**config.mk**
```make
export PLATFORM = sky130hd
export DESIGN_NAME = fixed_point_divider
export DESIGN_NICKNAME = d
export VERILOG_FILES = /design/src/rtl/fixed_point_divider.sv
export SDC_FILE = /design/constraint.sdc
export NUM_CORES = 1
export LEC_CHECK = 0
export CORE_MARGIN = 4
export CORE_UTILIZATION = 59
export CTS_CLUSTER_SIZE = 12
export DETAILED_ROUTE_END_ITERATION = 8
export PLACE_DENSITY = 0.81
export SLEW_MARGIN = 20
export SYNTH_ARGS = -nofsm -noshare
export SYNTH_HDL_FRONTEND = slang
export SYNTH_SLANG_ARGS = --single-unit
```
**constraint.sdc**
```tcl
create_clock -name clk -period 2.8 [get_ports clk]
set_input_delay 0.28 -clock clk [delete_from_list [all_inputs] [get_ports clk]]
set_output_delay 0.28 -clock clk [all_outputs]
set_load 0.01 [all_outputs]
```
**src/rtl/fixed_point_divider.sv**
```systemverilog
// Sequential signed fixed-point divider (restoring radix-2, one quotient bit per clock).
// result = A / B in Q(WIDTH-FRAC_BITS-1).FRAC_BITS, truncated toward zero, saturating on overflow or B==0.
module fixed_point_divider #(
  parameter int WIDTH     = 16,
  parameter int FRAC_BITS = 10
) (
  input  logic             clk,
  input  logic             rst,
  input  logic [WIDTH-1:0] A,
  input  logic [WIDTH-1:0] B,
  input  logic             start,
  output logic [WIDTH-1:0] result,
  output logic             overflow_flag,
  output logic             finish
);
  localparam int DW = WIDTH + FRAC_BITS;
  localparam int CW = $clog2(DW);
  localparam logic [DW-1:0]    POS_MAX = DW'((2**(WIDTH-1)) - 1);
  localparam logic [DW-1:0]    NEG_MAX = DW'(2**(WIDTH-1));
  localparam logic [WIDTH-1:0] SAT_POS = {1'b0, {(WIDTH-1){1'b1}}};
  localparam logic [WIDTH-1:0] SAT_NEG = {1'b1, {(WIDTH-1){1'b0}}};

  typedef enum logic [1:0] {IDLE, CALC, FIX, DONE} state_t;
  state_t state, state_nx;

  logic             start_prev, accept;
  logic             s_a, s_b, bz, neg, ge;
  logic [WIDTH-1:0] mag_a, mag_b, rem;
  logic [WIDTH:0]   rem_sh, rem_nx;
  logic [DW-1:0]    dividend, quo;
  logic [CW-1:0]    cnt;
  logic [WIDTH-1:0] fix_res;
  logic             fix_ovf;

  always_ff @(posedge clk or negedge rst) begin
    if (!rst) state <= IDLE;
    else      state <= state_nx;
  end

  always_comb begin
    state_nx = state;
    case (state)
      IDLE, DONE: if (accept) state_nx = CALC;
      CALC:       if (cnt == '0) state_nx = FIX;
      FIX:        state_nx = DONE;
      default:    state_nx = IDLE;
    endcase
  end

  always_comb begin
    accept = start && !start_prev && (state == IDLE || state == DONE);
    mag_a  = A[WIDTH-1] ? -A : A;
    rem_sh = {rem, dividend[DW-1]};
    ge     = rem_sh >= {1'b0, mag_b};
    rem_nx = ge ? rem_sh - {1'b0, mag_b} : rem_sh;
  end

  // Remainder stays below |B| <= 2^(WIDTH-1), so WIDTH bits hold it between steps.
  always_comb begin
    neg     = s_a ^ s_b;
    fix_ovf = 1'b0;
    fix_res = '0;
    if (bz) begin
      fix_ovf = 1'b1;
      fix_res = s_a ? SAT_NEG : SAT_POS;
    end else if (!neg && quo > POS_MAX) begin
      fix_ovf = 1'b1;
      fix_res = SAT_POS;
    end else if (neg && quo > NEG_MAX) begin
      fix_ovf = 1'b1;
      fix_res = SAT_NEG;
    end else begin
      fix_res = neg ? -quo[WIDTH-1:0] : quo[WIDTH-1:0];
    end
  end

  always_ff @(posedge clk or negedge rst) begin
    if (!rst) begin
      start_prev    <= 1'b0;
      s_a           <= 1'b0;
      s_b           <= 1'b0;
      bz            <= 1'b0;
      mag_b         <= '0;
      rem           <= '0;
      dividend      <= '0;
      quo           <= '0;
      cnt           <= '0;
      result        <= '0;
      overflow_flag <= 1'b0;
      finish        <= 1'b0;
    end else begin
      start_prev <= start;
      if (accept) begin
        s_a      <= A[WIDTH-1];
        s_b      <= B[WIDTH-1];
        bz       <= (B == '0);
        mag_b    <= B[WIDTH-1] ? -B : B;
        dividend <= {mag_a, {FRAC_BITS{1'b0}}};
        rem      <= '0;
        quo      <= '0;
        cnt      <= CW'(DW - 1);
        finish   <= 1'b0;
      end else if (state == DONE) begin
        finish <= 1'b1;
      end
      if (state == CALC) begin
        dividend <= dividend << 1;
        quo      <= {quo[DW-2:0], ge};
        rem      <= rem_nx[WIDTH-1:0];
        cnt      <= cnt - 1'b1;
      end
      if (state == FIX) begin
        result        <= fix_res;
        overflow_flag <= fix_ovf;
      end
    end
  end
endmodule

```
# After elaboration in Yosys (flattened, before gate mapping)
# Index checks and enable logic that the tools add are counted.
dict set report totals {
  input_bits 35
  mem_bits_ro 0
  n_memories 0
  register_bits 113
  ram_bits 0
  latch_bits 0
  output_inout_bits 18
  elab_cells 65
}
dict set report op_classes {
  reduce_logical 14
  n_mul 0
  bitwise_logic 1
  shifts 0
  order_cmp 3
  eq_ne 5
  muxes 24
  add_sub_neg 5
  div 0
}
# cell n
set ops {}
lappend ops {{2-to-1 mux 16 bit} 10}
lappend ops {{2-to-1 mux 26 bit} 4}
lappend ops {{negator 16 bit} 3}
lappend ops {{greater-than comparator 26 x 15 -> 1 bit, second input constant} 1}
lappend ops {{greater-than comparator 26 x 16 -> 1 bit, second input constant} 1}
lappend ops {{greater-or-equal comparator 17 x 16 -> 1 bit} 1}
lappend ops {{zero test 16 bit} 1}
lappend ops {{subtractor 16 bit} 1}
lappend ops {{2-to-1 mux 5 bit} 2}
lappend ops {{one-hot mux 2 bit (3 select lines)} 1}
lappend ops {{zero test 5 bit} 1}
lappend ops {{2-to-1 mux 1 bit} 5}
lappend ops {{subtractor 5 x 1 -> 5 bit, second input constant} 1}
lappend ops {{equality test 2 bit, second input constant} 2}
lappend ops {{logical AND 1 bit} 4}
lappend ops {{2-to-1 mux 2 bit} 2}
lappend ops {{!= test 2 bit, second input constant} 2}
lappend ops {{nonzero test 2 bit} 2}
lappend ops {{equality test 2 x 1 -> 1 bit, second input constant} 1}
lappend ops {{zero test 1 bit} 2}
lappend ops {{zero test 2 bit} 1}
lappend ops {{AND reduction 2 bit} 1}
lappend ops {{OR reduction 2 bit} 1}
lappend ops {{logical OR 1 bit} 1}
lappend ops {{bitwise XOR 1 bit} 1}

# Depth between registers and ports, before layout
dict set report logic_depth {
  ltp_word 5
  ltp_mapped 11
  mapped_depth_nobuf 9
}

# Worst setup path before layout
# OpenSTA, ideal clock, no wires.
dict set report synth_path {
  kind {register -> register}
  startpoint {reg mag_b[1]}
  endpoint {reg rem[2]}
  setup_slack_ps 478
  period_less_slack_ps 2322
  setup_ps 134
  required_time_ps 2666
  path_buffers 2
  arrival_time_ps 2187
  stages_incl_launch_ff 11
  path_cell_list {dfrtp_1 -> inv_1 -> ha_1 -> nand2b_1 -> a211o_1 -> a211o_1 -> a211oi_4 -> or2_1 -> buf_4 -> buf_12 -> o211ai_2}
}
dict set report synth_via {
  elab_chain_cells 3
  word_cells_on_any_way 4
  classes_between {1 x add/sub; 1 x order compare; 2 x mux}
}
# element line_no
set synth_rtl {}
lappend synth_rtl {{from (decl)} 28} ;# logic [WIDTH-1:0] mag_a, mag_b, rem;
lappend synth_rtl {{from (signal assigned)} 97} ;# mag_b <= B[WIDTH-1] ? -B : B;
lappend synth_rtl {{subtractor 16 bit or greater-or-equal comparator 17 x 16 -> 1 bit (tied branches)} {55, 54}}
lappend synth_rtl {{2-to-1 mux 16 bit *} 55} ;# rem_nx = ge ? rem_sh - {1'b0, mag_b} : rem_sh;
lappend synth_rtl {{2-to-1 mux 16 bit *} 106} ;# if (state == CALC) begin
lappend synth_rtl {{to (signal assigned)} 109} ;# rem <= rem_nx[WIDTH-1:0];
lappend synth_rtl {{to (decl)} 28}
# Every way passes the cells marked *; elsewhere a longest branch is shown, timed or not.
# A chain may end at the register's enable or synchronous reset.

# Final worst setup path
dict set report layout_path {
  startpoint {reg mag_b[1]}
  endpoint {reg rem[0]}
}
dict set report layout_via {
  elab_chain_cells 3
}
# element line_no
set layout_rtl {}
lappend layout_rtl {{greater-or-equal comparator 17 x 16 -> 1 bit} 54} ;# ge = rem_sh >= {1'b0, mag_b};
lappend layout_rtl {{2-to-1 mux 16 bit} 55}
lappend layout_rtl {{2-to-1 mux 16 bit} 106}
# No other way between the ends.

==> key figures <==
Setup path
  • Worst flop-to-flop path startpoint: mag_b[1]$_DFFE_PN0P_
  • WP data arrival: 2.93 ns
  • CP required: about 3.1 ns
  • Critical Path Start: mag_b[1]$_DFFE_PN0P_
  • CP startpoint kind: flip-flop
  • Crit Path Category: reg2reg
  • Worst setup EP type: flip-flop
  • CP Max Fanout: 9

Min path
  • Worst Hold Class: in2reg
  • Hold Path Origin: start

Place
  • DP Wirelength: about 10000 um
  • Port Buf Inserts: 52
  • Final Wtd Congestion: 0.8917

STA
  • TNS Setup: 0 ns
  • Actual slew at the worst max-slew pin: 0.8028 ns
  • Fmax: roughly 0.37 GHz
  • Setup Skew: around 0.016 ns
  • Hold Fails Final Rpt: 0
  • WHS: 0.3633 ns
  • Max-slew violations: 0
  • Tmin final: around 2.7 ns
  • RSZ-0062 raised after global routing: no
  • Relative slew slack: a little under half
  • Finish-stage setup viols: 0
  • Period utilization: a little over nine tenths

Synth
  • Asr flop ratio synth: 100.0%
  • Yosys warns: 0
  • Top post-synthesis cells by area: dfrtp_1 (41%), nand2_1 (8.3%), o21ai_0 (5.8%)
  • Mean post-synth cell area: 8.486 sq um
  • Post-synth top flop: dfrtp_1
  • Cell Area, Synth: roughly 6300 sq um
  • Cell count after synthesis: 748
  • Post-synth top area share: approximately 41%
  • Sequential share of the synthesized area: about two fifths
  • Net count of the mapped netlist: 809
  • Synth cell types: 59
  • Post-synth EDFFs: 0
  • Post-synth top area cell: dfrtp_1
  • Seq cells post-synth: a little over 100

Detailed routing
  • 1st-iter DRT viols: between 300 and 400
  • Drt wl/cell: 15.15 um
  • ANT nets after route: 0
  • TritonRoute pass-1 iters: 8
  • DRC violations left: 0
  • DR vias/cell: 5.909
  • Total number of vias: between 5000 and 6000
  • WL final: ~14000 um

Floorplan
  • Num ports: 53
  • Die area: between 10000 and 15000 sq um
  • Placeable Area: 10420 sq um
  • Initial core utilization: between 60% and 70%
  • Die Y: 111.7 um
  • Row Count: 37
  • Die W: 111.7 um

Finish
  • N_diodes: 0
  • Final design utilization: a little over two thirds
  • Fill cell count: ~840
  • Layout area overhead: 14.04%
  • Nets: between 800 and 900
  • Share of cells above drive strength 1: approximately 7.1%

Clock network
  • Reg clk slew, reported paths: 0.11 ns
  • Worst-case clock buffer depth: 2
  • Resized Gates After CTS: 0
  • CTS HTree Levels: 3
  • CTS tree: done
  • Cts bufs inserted: 9
  • # clock sinks: ~100
  • CTS Root Cell: clkbuf_8
  • Insertion delay to the later sink of the worst-skew pair: roughly 0.37 ns

Power
  • Pleak: 3.150 nW
  • Peak VDD IR: around 0.00054 V
  • Pwr/cell area: about 1200 nW/um^2

Job
  • Max-cap viol count: 0

Global routing
  • First-pass GRT wire length: ~24000 um
  • All-Layer GR Usage: between 20% and 30%
  • Largest net degree at the start of global routing: approximately 120
  • GRT overflow: 0
  • Vias in the first global route: slightly above 5000
  • Initial antenna violation count: 0

Run status
  • Status: completed
==> per-layer routing <==
metal,part of all wire (%),GRT usage (%),vias up
met5,0,0,-
met4,2.2,7.867,0
met3,4.4,3.641,36
met2,47,36.61,162
met1,46,31.58,2585
li1,-,-,2689
==> layout make-up <==
| cell class | instances | area [sq um] | share of cell area [%] |
|---|---|---|---|
| Clock inverter | 6 | 76.32 | 1.054 |
| Inverter | 40 | 150.1 | 2.074 |
| Sequential cell | 103 | 2577 | 35.61 |
| Multi-Input combinational cell | 560 | 3438 | 47.50 |
| Clock buffer | 10 | 137.6 | 1.901 |
| Timing Repair Buffer | 71 | 688.2 | 9.507 |
| Tap cell | 136 | 170.2 | 2.351 |
==> layout by cell type, fill, tap and decap left out, types with 11 or more instances in the layout <==
master / n
nand2_1: 140
dfrtp_1: 103
o21ai_0: 73
clkdlybuf4s50_1: 51
nor2_1: 48
a21oi_1: 42
inv_1: 40
xor2_1: 36
ha_1: 24
xnor2_1: 17
buf_4: 17
nand3_1: 15
o22ai_1: 14
nand2b_1: 11
o31ai_1: 11
==> power by group <==
group | total (W) | internal, W | switching (W)
Clock | 0.000983 | 0.000450 | 0.000533
Sequential | 0.00257 | 0.00209 | 0.000476
Combinational | 0.00521 | 0.00220 | 0.00301
==> synth_stat cells (all sizes together), types with 3 or more instances <==
| cell | count |
|---|---|
| a211o | 4 |
| a211oi | 6 |
| a21o | 7 |
| a21oi | 43 |
| a311o | 3 |
| and2 | 5 |
| buf | 8 |
| clkbuf | 37 |
| dfrtp | 103 |
| ha | 25 |
| inv | 40 |
| mux2i | 7 |
| nand2 | 140 |
| nand2b | 11 |
| nand3 | 15 |
| nand3b | 3 |
| nor2 | 49 |
| nor3 | 8 |
| nor4 | 8 |
| o2111ai | 4 |
| o211ai | 16 |
| o21ai | 76 |
| o22ai | 14 |
| o31ai | 11 |
| o32ai | 3 |
| o41ai | 9 |
| or2 | 3 |
| or3 | 7 |
| or4 | 5 |
| xnor2 | 17 |
| xor2 | 36 |
==> what timing repair did <==
item,in CTS,in global routing
endpoints found under the hold margin,36,0
hold buffers,1,0
setup buffers,0,0
==> metrics by stage <==
| step | area (sq um) | power (W) | setup slack, ns | cells |
|---|---|---|---|---|
| after floorplan | 6347 | 0.006384 | 0.4785 | 748 |
| after global placement | 7014 | 0.007564 | 0.3166 | 909 |
| after detailed placement | 7014 | 0.007743 | 0.1900 | 909 |
| after CTS | 7238 | 0.008758 | 0.1684 | 926 |
| after global routing | 7238 | 0.009552 | 0.05298 | 926 |
| final | 7238 | 0.008768 | 0.1212 | 926 |
==> critical path, stage by stage, from the launching register on <==
cell	delay, ns
dfrtp_1	0.41
inv_1	0.07
ha_1	0.30
nand2b_1	0.09
a211o_1	0.32
a211o_1	0.38
a211oi_4	0.38
buf_4	0.24
nor4_1	0.08
a311o_1	0.30
==> sequential cells by signal, indices dropped and copies added (netlist names) <==
register,cells
start_prev,1
overflow_flag,1
finish,1
mag_b,16
result,16
rem,16
cnt,5
state,2
dividend,16
quo,26
s_a,1
s_b,1
bz,1
==> worst paths after layout <==
path | depth (start not counted) | endpoint | slack [ns]
hold reg to reg | 2 | mag_b[13]$_DFFE_PN0P_ | 0.49
setup reg to reg | 9 | rem[0]$_DFFE_PN0P_ | 0.12
setup / recovery | 9 | rem[0]$_DFFE_PN0P_ | 0.12
min in group asynchronous | 2 | rem[10]$_DFFE_PN0P_ | 0.42
max in group asynchronous | 3 | dividend[18]$_DFFE_PN0P_ | 1.67
hold / removal | 1 | start_prev$_DFF_PN0_ | 0.36
==> cell families after synthesis <==
kind of cell	synth area share, %
AOI/OAI and AO/OA	21.62
xor gates and xnor gates	7.313
adders and majority gates	5.243
buffers and inverters	5.460
DFF	40.61
muxes	1.459
and+or+nand+nor	18.29
Power figures use the tool's default switching activity.
